===== config.mk =====
export PLATFORM = sky130hd
export DESIGN_NAME = azadi_io_pinmux
export DESIGN_NICKNAME = d
export VERILOG_FILES = /design/src/rtl/azadi_pinmux_pkg.sv /design/src/rtl/azadi_pad_sync.sv /design/src/rtl/azadi_io_pinmux.sv
export SDC_FILE = /design/constraint.sdc
export NUM_CORES = 1
export LEC_CHECK = 0
export CELL_PAD_IN_SITES_DETAIL_PLACEMENT = 1
export CELL_PAD_IN_SITES_GLOBAL_PLACEMENT = 2
export CORE_MARGIN = 8
export CORE_UTILIZATION = 23
export CTS_CLUSTER_DIAMETER = 150
export DETAILED_ROUTE_END_ITERATION = 8
export PLACE_DENSITY = 0.87
export SYNTH_ARGS = -nofsm -noshare
export SYNTH_HDL_FRONTEND = slang
export SYNTH_HIERARCHICAL = 1
export SYNTH_SLANG_ARGS = --single-unit

===== constraint.sdc =====
create_clock -name wb_clk_i -period 2.8 [get_ports wb_clk_i]
set_input_delay 0.7 -clock wb_clk_i [delete_from_list [all_inputs] [get_ports wb_clk_i]]
set_output_delay 0.7 -clock wb_clk_i [all_outputs]
set_load 0.02 [all_outputs]

===== src/rtl/azadi_pinmux_pkg.sv =====
// Shared constants and register decode for the Azadi IO pad multiplexer.
package azadi_pinmux_pkg;

  localparam int SEL_FIELD_W  = 4;
  localparam int PADS_PER_SEL = 8;
  localparam int LOCK_BIT     = 0;

  localparam logic [7:0] SEL_OFF      = 8'h00;
  localparam logic [7:0] LOCK_OFF     = 8'h40;
  localparam logic [7:0] PAD_IN_0_OFF = 8'h44;
  localparam logic [7:0] PAD_IN_1_OFF = 8'h48;

  typedef enum logic [2:0] {
    REG_NONE,
    REG_SEL,
    REG_LOCK,
    REG_PAD_IN_0,
    REG_PAD_IN_1
  } reg_addr_e;

  // Misaligned offsets decode as unmapped so they ack with zero data.
  function automatic reg_addr_e decode_reg(input logic [7:0] off, input int num_sel);
    if (off[1:0] != 2'b00)                     return REG_NONE;
    if (off == LOCK_OFF)                       return REG_LOCK;
    if (off == PAD_IN_0_OFF)                   return REG_PAD_IN_0;
    if (off == PAD_IN_1_OFF)                   return REG_PAD_IN_1;
    if (off >= SEL_OFF && int'(off[7:2]) < num_sel) return REG_SEL;
    return REG_NONE;
  endfunction

endpackage


===== src/rtl/azadi_pad_sync.sv =====
// Per-bit flop-chain synchroniser for raw pad inputs; clears to 0 on reset.
module azadi_pad_sync #(
  parameter int WIDTH  = 1,
  parameter int STAGES = 2
) (
  input  logic             clk,
  input  logic             rst,
  input  logic [WIDTH-1:0] d_i,
  output logic [WIDTH-1:0] q_o
);

  logic [STAGES-1:0][WIDTH-1:0] stage_q;
  logic [STAGES-1:0][WIDTH-1:0] stage_d;

  always_comb begin
    stage_d    = stage_q;
    stage_d[0] = d_i;
    for (int s = 1; s < STAGES; s++) begin
      stage_d[s] = stage_q[s-1];
    end
  end

  always_ff @(posedge clk) begin
    if (rst) stage_q <= '0;
    else     stage_q <= stage_d;
  end

  assign q_o = stage_q[STAGES-1];

endmodule


===== src/rtl/azadi_io_pinmux.sv =====
// Wishbone-configured pad multiplexer: select registers with sticky lock,
// registered pad outputs and synchronised pad inputs.
module azadi_io_pinmux
  import azadi_pinmux_pkg::*;
#(
  parameter int          NUM_PADS    = 38,
  parameter int          NUM_FUNCS   = 4,
  parameter int          SYNC_STAGES = 2,
  parameter logic [31:0] BASE_ADDR   = 32'h3000_0000
) (
  input  logic                          wb_clk_i,
  input  logic                          wb_rst_i,
  input  logic                          wbs_stb_i,
  input  logic                          wbs_cyc_i,
  input  logic                          wbs_we_i,
  input  logic [3:0]                    wbs_sel_i,
  input  logic [31:0]                   wbs_adr_i,
  input  logic [31:0]                   wbs_dat_i,
  output logic                          wbs_ack_o,
  output logic [31:0]                   wbs_dat_o,
  input  logic [NUM_PADS*NUM_FUNCS-1:0] fn_out_i,
  input  logic [NUM_PADS*NUM_FUNCS-1:0] fn_oe_i,
  output logic [NUM_PADS-1:0]           pad_in_o,
  input  logic [NUM_PADS-1:0]           io_in,
  output logic [NUM_PADS-1:0]           io_out,
  output logic [NUM_PADS-1:0]           io_oeb
);

  localparam int SEL_W   = (NUM_FUNCS > 1) ? $clog2(NUM_FUNCS) : 1;
  localparam int NUM_SEL = (NUM_PADS + PADS_PER_SEL - 1) / PADS_PER_SEL;

  logic [NUM_PADS*SEL_W-1:0] sel_q, sel_d;
  logic                      lock_q, lock_d;
  logic                      ack_q, ack_d;
  logic [31:0]               dat_q, dat_d;
  logic [NUM_PADS-1:0]       io_out_q, io_out_d;
  logic [NUM_PADS-1:0]       io_oeb_q, io_oeb_d;

  logic        hit, acc, wr;
  reg_addr_e   reg_sel;
  logic [5:0]  word_idx;
  logic [31:0] rdata;
  logic [63:0] pad_ext;

  azadi_pad_sync #(.WIDTH(NUM_PADS), .STAGES(SYNC_STAGES)) u_sync (
    .clk (wb_clk_i),
    .rst (wb_rst_i),
    .d_i (io_in),
    .q_o (pad_in_o)
  );

  // An access is taken only when no ack went out last cycle, giving 2-cycle minimum.
  assign hit      = wbs_stb_i & wbs_cyc_i & (wbs_adr_i[31:8] == BASE_ADDR[31:8]);
  assign acc      = hit & ~ack_q;
  assign wr       = acc & wbs_we_i;
  assign reg_sel  = decode_reg(wbs_adr_i[7:0], NUM_SEL);
  assign word_idx = wbs_adr_i[7:2];

  always_comb begin
    pad_ext               = '0;
    pad_ext[NUM_PADS-1:0] = pad_in_o;
  end

  always_comb begin
    sel_d  = sel_q;
    lock_d = lock_q;
    if (wr && !lock_q) begin
      if (reg_sel == REG_LOCK && wbs_sel_i[0] && wbs_dat_i[LOCK_BIT]) lock_d = 1'b1;
      if (reg_sel == REG_SEL) begin
        for (int p = 0; p < NUM_PADS; p++) begin
          if (word_idx == 6'(p / PADS_PER_SEL) && wbs_sel_i[(p % PADS_PER_SEL) / 2]) begin
            sel_d[p*SEL_W +: SEL_W] = wbs_dat_i[(p % PADS_PER_SEL)*SEL_FIELD_W +: SEL_W];
          end
        end
      end
    end
  end

  always_comb begin
    rdata = '0;
    case (reg_sel)
      REG_SEL: begin
        for (int p = 0; p < NUM_PADS; p++) begin
          if (word_idx == 6'(p / PADS_PER_SEL)) begin
            rdata[(p % PADS_PER_SEL)*SEL_FIELD_W +: SEL_W] = sel_q[p*SEL_W +: SEL_W];
          end
        end
      end
      REG_LOCK:     rdata[LOCK_BIT] = lock_q;
      REG_PAD_IN_0: rdata = pad_ext[31:0];
      REG_PAD_IN_1: rdata = pad_ext[63:32];
      default:      rdata = '0;
    endcase
    ack_d = acc;
    dat_d = (acc && !wbs_we_i) ? rdata : '0;
  end

  // Out-of-range selects fall through to the parked default.
  always_comb begin
    io_out_d = '0;
    io_oeb_d = '1;
    for (int p = 0; p < NUM_PADS; p++) begin
      for (int f = 0; f < NUM_FUNCS; f++) begin
        if (sel_q[p*SEL_W +: SEL_W] == SEL_W'(f)) begin
          io_out_d[p] = fn_out_i[p*NUM_FUNCS+f];
          io_oeb_d[p] = ~fn_oe_i[p*NUM_FUNCS+f];
        end
      end
    end
  end

  always_ff @(posedge wb_clk_i) begin
    if (wb_rst_i) begin
      sel_q    <= '0;
      lock_q   <= 1'b0;
      ack_q    <= 1'b0;
      dat_q    <= '0;
      io_out_q <= '0;
      io_oeb_q <= '1;
    end else begin
      sel_q    <= sel_d;
      lock_q   <= lock_d;
      ack_q    <= ack_d;
      dat_q    <= dat_d;
      io_out_q <= io_out_d;
      io_oeb_q <= io_oeb_d;
    end
  end

  assign wbs_ack_o = ack_q;
  assign wbs_dat_o = dat_q;
  assign io_out    = io_out_q;
  assign io_oeb    = io_oeb_q;

endmodule


==> metrics.txt <==
outcome=completed; Mapped Avg Cell Area=12.4 um2; die width=229 um; clock sink total=262; Pwr per Cell Area=508 nW/um2; Setup Fix Bufs, Post-CTS=0; post-CTS sizing=0; actual slew at the worst max-slew pin=0.660 ns; final core occ=0.399; hold_sp=u_sync/stage_d[63]$_SDFF_PP0_; Die Ht=229 um; Post-Place Setup Slack=-0.229 ns; crit path kind=input port to register; dpl hpwl=39400 um; Setup violations, final=0; count of cell types in the netlist=40; total track usage=0.173; critical path required time=3.24 ns; max-cap violations=0; Post-Synth Adder-Cell Area=0; Routed wire per std cell=23.1 um; min Tclk post-route=2.45 ns; core area=45100 um2; largest net degree at the start of global routing=116; DP Area=16900 um2; initial antenna violation count=5; Hold Fails Final Rpt=0; global route total overflow=0; DR vias=9261; fillers=4898; Synth Area in Compound Gates=0.0289; LEAKAGE=0.00688 uW; # rows=78; setup TNS=0 ns; Top FF cell, synth=dfxtp_1; Arr. time, crit path=2.89 ns; post-synthesis simple-gate area fraction=0.177; Multi-input gate area=4980 um2; Area growth, synth to finish=72.3%; Cells after Synth=842; Final period util=0.875; RR Startpoint=wbs_ack_o$_SDFF_PP0_; Port Buffers=545; syn_nets=1257; sequential share of the synthesized area=0.503; layout cell share with drive strength beyond 1=0.149; Setup crit start=wbs_adr_i[4]; DRT Wirelength=47700 um; YS warnings=6; post-route cell area=18000 um2; Setup Skew=0.00805 ns; VDD IR max=0.000347 V; CTS tree=done; vias in the first global route=10.5k; post-synthesis register bit count=262; Setup crit end kind=register; first-pass GRT wire length=69100 um; I/O pins=562; Final Max Slew Viols=0; RSZ-0062 raised after global routing=false; CP max FO=7; CTS Buf Count=31; xor-xnor portion of the synthesized cell area=0; gpl congestion=0.820; initial DRC count=238; Max Freq=408 MHz; Antenna Nets Post-Route=0; die area=52400 um2; register area=5250 um2; Starting Density=0.231; Hold-fix buffers, CTS=0; startpoint types=input port; Power, Total=9130 uW; Worst-Skew Late Latency=0.56 ns; post-route DRC violation count=0; DR pass1 iterations=4; number of synthesized flops with an enable pin=0; CTS Root Cell=clkbuf_16; deepest clock path buffer count=3; mux cell area share after synthesis=0.271; setup ws final=0.350 ns; Final #Nets=1851; DR vias/cell=4.48; Mapped Area=10400 um2; worst rel slew slack=0.560; H-tree levels=1; main combinational cell family by area after synthesis=multiplexers; Async SR Flop Fraction=0; HP Class=register to register; Worst-path clk slew=0.06 ns
## Yosys cell counts, types with 7 or more instances
library cell	number	share of area
dfxtp_1	262	0.50
mux4_2	92	0.20
nor2_1	83	0.030
nor2b_1	80	0.048
mux2i_1	76	0.073
and2_1	54	0.032
nand2_1	40	0.014
clkbuf_1	24	0.0086
nand4_1	18	0.011
a22oi_1	17	0.012
nor3_1	13	0.0062
buf_2	10	0.0048
nor4_1	10	0.0060
o2bb2ai_1	8	0.0067
nand3b_1	7	0.0050
## final timing paths
path         cells after the start  slack, ns                        end
min                              1       0.44  u_sync/q_o[25]$_SDFF_PP0_
max                              8       0.35     sel_q[56]$_SDFFE_PP0P_
max reg2reg                      7       0.92   wbs_dat_o[10]$_SDFF_PP0_
min reg2reg                      1       0.44  u_sync/q_o[25]$_SDFF_PP0_
## metal layers
| layer | share of wire | wire [um] | vias to the layer above | track usage |
|---|---|---|---|---|
| met5 | 0.00059 | 28 | - | 0 |
| met4 | 0.027 | 1290 | 4 | 0.0474 |
| met3 | 0.089 | 4250 | 65 | 0.0670 |
| met2 | 0.49 | 23400 | 398 | 0.303 |
| met1 | 0.39 | 18600 | 4528 | 0.195 |
| li1 | - | - | 4266 | - |
## worst max-delay path, stage by stage
cell             delay, ns
clkdlybuf4s50_1       0.43
or4_1                 0.56
buf_4                 0.19
or3_4                 0.39
nor4_4                0.13
buf_4                 0.22
mux2i_1               0.21
nor2_1                0.05
## state kept, by name (all words and copies together), names as in the netlist
signal and count:
u_sync/q_o 38, wbs_ack_o 1, io_oeb 38, wbs_dat_o 32, sel_q 76, u_sync/stage_d 38, lock_q 1, io_out 38
## layout by cell type, fill, tap and decap left out, drive strengths merged, types with 5 or more instances in the layout
master / count
nor3: 14
a22o: 5
nand4: 18
nor4: 15
nor2: 83
or3: 5
and2: 54
mux2i: 76
clkinv: 8
nor2b: 80
a22oi: 17
clkdlybuf4s50: 542
mux4: 92
buf: 62
diode: 6
o2bb2ai: 8
clkbuf: 43
nand2: 40
nand3b: 7
dfxtp: 262
## through the flow
step	cells	hold slack, ns
CTS	2059	0.438
global placement	2003	0.418
floorplan	842	0.414
global route	2061	0.451
detailed placement	2003	0.426
finish	2065	0.436
## final cells by class
class	count	share of cell area
Antenna cell	6	0.000835
Clock buffer	43	0.0490
Clock inverter	13	0.00821
Inverter	1	0.000209
Multi-Input combinational cell	536	0.277
Sequential cell	262	0.292
Tap cell	600	0.0418
Timing Repair Buffer	604	0.331
## report_power, final
group / internal [uW] / leakage (uW) / switching, uW
clock: 2460 / 0.000515 / 1610
sequential: 3840 / 0.00215 / 37.4
combinational: 771 / 0.00422 / 410
## cell families after synthesis
group | after synthesis
AOI/OAI and AO/OA | 39
buffers and inverters | 44
DFF | 262
muxes | 168
and+or+nand+nor | 329
Power figures use the tool's default switching activity.
